<file path="config.mk">
export PLATFORM = sky130hd
export DESIGN_NAME = call_request_latch
export DESIGN_NICKNAME = d
export VERILOG_FILES = /design/src/rtl/call_request_latch.sv
export SDC_FILE = /design/constraint.sdc
export NUM_CORES = 1
export LEC_CHECK = 0
export CORE_MARGIN = 3
export CORE_UTILIZATION = 45
export DETAILED_ROUTE_END_ITERATION = 8
export DONT_BUFFER_PORTS = 1
export PLACE_DENSITY = 0.65
export RECOVER_POWER = 25
export SYNTH_ARGS = -nofsm -noshare
export SYNTH_HDL_FRONTEND = slang
export SYNTH_SLANG_ARGS = --single-unit
</file>
<file path="constraint.sdc">
create_clock -name clk -period 9.3 [get_ports clk]
set_clock_uncertainty 0.05 [all_clocks]
set_input_delay 1.86 -clock clk [delete_from_list [all_inputs] [get_ports clk]]
set_output_delay 1.86 -clock clk [all_outputs]
set_load 0.03 [all_outputs]
</file>
<file path="src/rtl/call_request_latch.sv">
// Samples the generator's press word every INTERVAL cycles and keeps the
// pending up-hall, down-hall and car calls latched until the floor is served.
module call_request_latch #(
  parameter int unsigned INTERVAL = 16
) (
  input  logic        clk,
  input  logic        rst,
  input  logic        en,
  input  logic [11:0] randy,
  input  logic        serve_valid,
  input  logic [1:0]  serve_floor,
  input  logic        serve_up,
  input  logic        serve_down,
  output logic [3:0]  up_req,
  output logic [3:0]  down_req,
  output logic [3:0]  car_req,
  output logic        any_req,
  output logic        new_req,
  output logic [7:0]  press_count
);

  localparam int unsigned CW    = $clog2(INTERVAL);
  localparam int unsigned NBITS = 12;
  localparam logic [CW-1:0]    ILAST    = CW'(INTERVAL - 1);
  // No up call from the top floor (up bit 3), no down call from the ground floor (down bit 0).
  localparam logic [NBITS-1:0] PRESS_MASK = 12'hFE7;

  logic [CW-1:0]    icnt;
  logic             samp;
  logic [NBITS-1:0] pend;
  logic [NBITS-1:0] set_bits;
  logic [NBITS-1:0] clr_bits;
  logic [NBITS-1:0] nxt_bits;
  logic [NBITS-1:0] rise_bits;
  logic [3:0]       floor_mask;
  logic [3:0]       rise_cnt;
  logic [8:0]       count_sum;
  logic [7:0]       count_nxt;

  assign pend    = {car_req, down_req, up_req};
  assign any_req = |pend;

  // Sample strobe, service clear and next pending state.
  always_comb begin
    samp       = en && (icnt == ILAST);
    set_bits   = samp ? (randy & PRESS_MASK) : '0;
    floor_mask = 4'(4'b0001 << serve_floor);
    clr_bits   = '0;
    if (serve_valid) begin
      clr_bits[11:8] = floor_mask;
      // An idle stop (neither direction flagged) clears both hall calls.
      clr_bits[7:4]  = (serve_down || !serve_up) ? floor_mask : 4'b0000;
      clr_bits[3:0]  = (serve_up || !serve_down) ? floor_mask : 4'b0000;
    end
    nxt_bits  = (pend | set_bits) & ~clr_bits;
    rise_bits = nxt_bits & ~pend;
  end

  // Saturating count of newly accepted calls.
  always_comb begin
    rise_cnt = 4'd0;
    for (int i = 0; i < int'(NBITS); i++) begin
      rise_cnt = rise_cnt + 4'(rise_bits[i]);
    end
    count_sum = 9'(press_count) + 9'(rise_cnt);
    count_nxt = count_sum[8] ? 8'hFF : count_sum[7:0];
  end

  always_ff @(posedge clk or negedge rst) begin
    if (!rst) begin
      icnt        <= '0;
      up_req      <= '0;
      down_req    <= '0;
      car_req     <= '0;
      new_req     <= 1'b0;
      press_count <= '0;
    end else begin
      if (en) begin
        icnt <= (icnt == ILAST) ? '0 : icnt + CW'(1);
      end
      up_req      <= nxt_bits[3:0];
      down_req    <= nxt_bits[7:4];
      car_req     <= nxt_bits[11:8];
      new_req     <= |rise_bits;
      press_count <= count_nxt;
    end
  end

endmodule

</file>
==> run summary, run 1 <==
outcome: complete, no violations
Sink Count: 25
Final period util: 70.8%
Startpoint Class: primary input
Die W: 65.4 um
CTS clk-pin slew, worst paths: 0.15 ns
I/O pins: 42
row cnt: 20
antenna violations before repair: 0
final setup vio count: 0
crit-path max FO: 17
wire length on met3: 187 um
Worst Tran Pin Value: 0.741 ns
worst skew pair latency: 0.33 ns
RSZ-0062 raised after global routing: no
number of hold buffers added after CTS: 0
CTS tree: built
mux contribution to synthesized area: 1.34%
relative slew slack: 49.3%
maximum vdd ir drop: 0.113 mV
Final ANT Viol Nets: 0
post-DR wirelength/cell: 15.7 um
Mean Syn Cell Area: 10.2 sq um
Worst EP required: 9.48 ns
Post-Synth Simple-Gate Area: 17.8%
Tot Pwr: 0.467 mW
H-tree Lvls: 1
Unique masters post-synth: 42
sequential area share after synthesis: 39.4%
FF-to-FF setup slack: 3.55 ns
max cap viols: 0
Ys Warns: 0
Yosys reg bits: 25
vias: 1170
adder-cell share of the synthesized area: 18.0%
routability cong.: 0.774
first-pass GRT wire length: 5330 um
Synth Flop Type: dfrtp_1
asr flop ratio synth: 100%
Area Overhead vs Synth: 4.17%
Final min period: 6.58 ns
core box area: 3200 sq um
WP data arrival: 6.76 ns
all-layer global routing usage: 15.8%
Crit Path Category: primary input to flip-flop
Post-CTS Setup Inserts: 0
Die ar.: 4280 sq um
Num CTS Buffers: 3
largest net degree at the start of global routing: 26
EDFF count, synth: 0
DR WL met2: 1580 um
Starting Density: 49.6%
cell count after synthesis: 156
area leader, netlist: dfrtp_1
Hold Fails Final Rpt: 0
IO buf count: 0
# diodes: 0
setup TNS: 0 ns
cts repair resizes: 0
post-synth top area share: 39.4%
Slew Limit Fails: 0
Hold Crit Class: flip-flop to flip-flop
highest routed layer: met4
Synth Area in Compound Gates: 17.0%
drt first pass iters: 4
XOR/XNOR Fraction of Synth Area: 2.20%
drc violations: 0
DR vias/cell: 5.82
grt total ovfl: 0
Lkg Pwr: 0.812 nW
Nets: 196
DRT iter0 DRCs: 43
die height: 65.4 um
number of global-route vias before repair: 1189
fmax: 152 MHz
CP Capture Type: flip-flop
Post-DP HPWL: 2530 um
root buf cell: clkbuf_4
main combinational cell family by area after synthesis: adder cells
ranking of synthesized cells by area: dfrtp_1 (39%), fa_1 (10%), ha_1 (7.9%), a21oi_1 (5.7%), inv_1 (2.8%)
synthesized cell area: 1590 sq um
Max Buffers Root-to-Sink: 2
power per cell area: 282 nW/um^2
Metal-1 WL: 1360 um
layout cells sized above 1: 7.01%
wirelength, routed: 3160 um
==> metrics by stage <==
stage / utilization, % / hold WS (ns) / setup slack, ns / area (sq um) / cells
after global placement: 50.8 / 0.454 / 2.34 / 1630 / 197
after global routing: 51.7 / 0.541 / 2.39 / 1660 / 201
final: 51.7 / 0.492 / 2.72 / 1660 / 201
after detailed placement: 50.8 / 0.469 / 2.36 / 1630 / 197
after CTS: 51.7 / 0.489 / 2.69 / 1660 / 201
after floorplan: - / 0.435 / 2.51 / 1590 / 157
==> metal layers <==
layer / GRT usage [%] / vias up
li1: - / 559
met1: 19.5 / 577
met2: 27.3 / 29
met3: 4.10 / 5
met4: 4.40 / 0
met5: 0 / -
==> kinds of logic (layout without fill, tap and decap cells) <==
family / count (synthesis) / after routing
adder cells (fa/ha/maj): 18 / 18
XOR/XNOR: 4 / 4
AND/OR/NAND/NOR: 50 / 50
buffers and inverters: 16 / 16
multiplexers: 2 / 2
AO/OA/AOI/OAI: 40 / 40
other: 1 / 2
flip-flops: 25 / 25
==> cells in the mapped netlist, drive strengths merged (3+ instances only) <==
| master | instances |
|---|---|
| nor3b | 5 |
| ha | 10 |
| a21oi | 18 |
| a21o | 4 |
| inv | 12 |
| o21ai | 4 |
| and2 | 5 |
| a2111oi | 4 |
| nor2 | 8 |
| nor4 | 3 |
| nand3 | 4 |
| nand2b | 5 |
| nand2 | 10 |
| fa | 8 |
| dfrtp | 25 |
==> critical path, cell delays in order <==
cell      delay [ns]
and4_1          0.56
nand2_1         0.11
nor3_1          0.28
fa_1            0.48
inv_1           0.09
fa_1            0.42
fa_1            0.55
inv_1           0.06
fa_1            0.50
fa_1            0.46
fa_1            0.42
a21o_1          0.22
a2111o_1        0.41
o31ai_1         0.17
o21ba_2         0.18
==> layout by cell type, fill, tap and decap left out, types with 3 or more instances in the layout <==
cell type,count
clkbuf_4,3
nand2_1,10
nor4_1,3
ha_1,10
dfrtp_1,25
nor3b_1,5
a21o_1,4
fa_1,8
o21ai_0,4
inv_1,12
a21oi_1,18
nand2b_1,4
nand3_1,4
nor2_1,8
and2_1,5
==> power breakdown <==
group / switching, mW / total, mW / internal [mW] / leakage [nW]
registers: 0.0953 / 0.239 / 0.144 / 0.323
logic: 0.0981 / 0.178 / 0.0795 / 0.471
clock network: 0.0342 / 0.0503 / 0.0161 / 0.0177
total: 0.228 / 0.467 / 0.239 / 0.812
==> flip-flops by register name, indices dropped and copies added, names as in the netlist <==
name,flops
car_req,4
down_req,4
icnt,4
new_req,1
press_count,8
up_req,4
==> path summary, 6_finish.rpt <==
kind	to	depth (start not counted)	start
max in group asynchronous	press_count[7]	0	rst
worst max register to register	press_count[7]	16	icnt[0]
worst min-delay path	icnt[3]	1	icnt[3]
min in group asynchronous	car_req[0]	0	rst
worst max-delay path	press_count[7]	15	en
worst min register to register	icnt[3]	1	icnt[3]
==> cell type report <==
| type | instances | area (sq um) |
|---|---|---|
| Fill cell | 310 | 1550 |
| Clock inverter | 1 | 5.00 |
| Sequential cell | 25 | 626 |
| Multi-Input combinational cell | 116 | 902 |
| Tap cell | 44 | 55.1 |
| Clock buffer | 3 | 22.5 |
| Inverter | 12 | 45.0 |
Note: power is estimated with default switching activity, not from simulation.
==> run 2: changes to the inputs <==
==> constraint.sdc (replaced) <==
create_clock -name clk -period 6.83 [get_ports clk]
set_clock_uncertainty 0.05 [all_clocks]
set_input_delay 1.366 -clock clk [delete_from_list [all_inputs] [get_ports clk]]
set_output_delay 1.366 -clock clk [all_outputs]
set_load 0.03 [all_outputs]
==> run summary, run 2 (synthesis results as in run 1) <==
outcome: complete, no violations
antenna violations before repair: 0 (unchanged)
fmax: 169 MHz
most common cell after layout, fill and taps aside: dfrtp_1
post-DR wirelength/cell: 15.7 um (+0.17%)
Slew Limit Fails: 0 (unchanged)
die height: 65.4 um (unchanged)
Crit Path Category: primary input to flip-flop
root buf cell: clkbuf_4
R2R Path Start: icnt[0]
Max Buffers Root-to-Sink: 2 (unchanged)
Biggest register: press_count
commonest non-fill, non-tap cells in the layout: dfrtp_1 (25), a21oi_1 (18), inv_1 (12)
cts repair resizes: 0 (unchanged)
I/O pins: 42 (unchanged)
RSZ-0062 raised after global routing: no
CTS clk-pin slew, worst paths: 0.14 ns (about the same)
Hold Fails Final Rpt: 0 (unchanged)
grt total ovfl: 0 (unchanged)
Final min period: 5.93 ns
layout cells sized above 1: 7.59% (+0.59 points)
# fillers: 312 (+0.65%)
H-tree Lvls: 1 (unchanged)
worst skew pair latency: 0.32 ns (about the same)
Reg2Reg Capture Point: press_count[7]
CP delay by family, top: adder cells
end of the critical path: press_count[7]
IO buf count: 0 (unchanged)
Final ANT Viol Nets: 0 (unchanged)
Lkg Pwr: 0.817 nW (+0.67%)
Largest register FFs: 8 (unchanged)
DR vias/cell: 5.72 (-1.8%)
DRT iter0 DRCs: 29 (-33%)
Area Overhead vs Synth: 4.65%
core box area: 3200 sq um (unchanged)
CP Capture Type: flip-flop
row cnt: 20 (unchanged)
Post-CTS Setup Inserts: 0 (unchanged)
all-layer global routing usage: 16.3% (+0.50 points)
Num CTS Buffers: 3 (unchanged)
min setup slack post-route: 0.903 ns (-1.81 ns)
maximum vdd ir drop: 0.160 mV (+41%)
final setup vio count: 0 (unchanged)
drt first pass iters: 4 (unchanged)
# diodes: 0 (unchanged)
largest net degree at the start of global routing: 26 (unchanged)
Worst EP required: 7.01 ns (-2.47 ns)
routability cong.: 0.784 (+1.3%)
CP startpoint: en
Reg2Reg Depth: 16 (unchanged)
setup TNS: 0 ns (unchanged)
vias: 1155 (-1.3%)
Worst path most repeated cell: fa_1
number of global-route vias before repair: 1159 (-2.5%)
Starting Density: 49.6% (unchanged)
wirelength, routed: 3180 um (+0.66%)
Placement Setup Slack: 0.531 ns (-1.83 ns)
Die W: 65.4 um (unchanged)
Bufs and invs on worst path: 2 (unchanged)
Sink Count: 25 (unchanged)
Startpoint Class: primary input
power per cell area: 382 nW/um^2 (+36%)
max incr delay on CP: 0.54 ns (-0.02 ns)
number of hold buffers added after CTS: 0 (unchanged)
Worst Tran Pin Value: 0.641 ns (-0.0996 ns)
Post-DP HPWL: 2530 um (+0.12%)
crit-path max FO: 11 (-6)
FF-to-FF setup slack: 1.26 ns (-2.29 ns)
max cap viols: 0 (unchanged)
Hold Crit Class: flip-flop to flip-flop
relative slew slack: 56.1% (+6.8 points)
drc violations: 0 (unchanged)
crit-path cells: and4_1 -> nand2_1 -> nor3_1 -> fa_1 -> inv_1 -> fa_1 -> fa_1 -> inv_1 -> fa_1 -> fa_1 -> fa_1 -> a21o_1 -> a2111o_1 -> o31ai_1 -> o21ba_2
Final period util: 86.8%
Nets: 197 (+0.51%)
WP depth: 15 (unchanged)
Die ar.: 4280 sq um (unchanged)
first-pass GRT wire length: 5440 um (+2.1%)
CTS tree: built
WP data arrival: 6.11 ns (-0.65 ns)
slowest CP cell: fa_1
[run 2: changes by cell type in the layout (fill, tap and decap cells not counted), sizes merged]
| cell | previous run | this run |
|---|---|---|
| buf | 0 | 1 |
[run 2: report_power, final]
group          internal [mW]  switching [mW]
clock                 0.0219          0.0458
combinational          0.109           0.134
sequential             0.195           0.130
total                  0.326           0.309
[run 2: routing by layer]
metal  routed length [um]  vias to the layer above  track usage, %  part of all wire, %
li1                     -                      560               -                    -
met1                 1320                      558            20.5                   42
met2                 1600                       33            27.6                   50
met3                  219                        4            3.93                  6.9
met4                   31                        0            5.44                 0.98
met5                    0                        -               0                    0
[run 2: worst register-to-register path, cell delays in order, from the launching register on]
cell      delay (ns)
dfrtp_1         0.42
ha_1            0.24
and4_1          0.45
nand2_1         0.09
nor3_1          0.28
fa_1            0.48
inv_1           0.09
fa_1            0.41
fa_1            0.54
inv_1           0.05
fa_1            0.50
fa_1            0.47
fa_1            0.42
a21o_1          0.22
a2111o_1        0.40
o31ai_1         0.18
o21ba_2         0.18
[run 2: worst min-delay path by stage]
stage             from       to  slack [ns]  depth (start not counted)
5_1_grt        icnt[3]  icnt[3]        0.55                          1
2_1_floorplan  icnt[3]  icnt[3]        0.44                          1
4_1_cts        icnt[3]  icnt[3]        0.50                          1
6_report       icnt[3]  icnt[3]        0.51                          1
3_5_place_dp   icnt[3]  icnt[3]        0.48                          1
3_3_place_gp   icnt[3]  icnt[3]        0.45                          1
[run 2: metrics by stage]
stage	std cells	area [sq um]	power, mW	hold slack (ns)	util (%)
floorplan	157	1590	0.522	0.435	-
global placement	198	1640	0.565	0.454	51.1
detailed placement	198	1640	0.576	0.485	51.1
CTS	202	1660	0.644	0.504	51.9
global route	202	1660	0.690	0.553	51.9
finish	202	1660	0.635	0.506	51.9
[run 2: area by class of cell]
class	instances	area, sq um	share of cell area, %
clock inverters	1	5.00	0.301
flip-flops and latches	25	626	37.6
multi-input cells	116	902	54.3
clock buffers	3	22.5	1.35
well taps	44	55.1	3.31
inverters	12	45.0	2.71
repair buffers	1	7.51	0.451
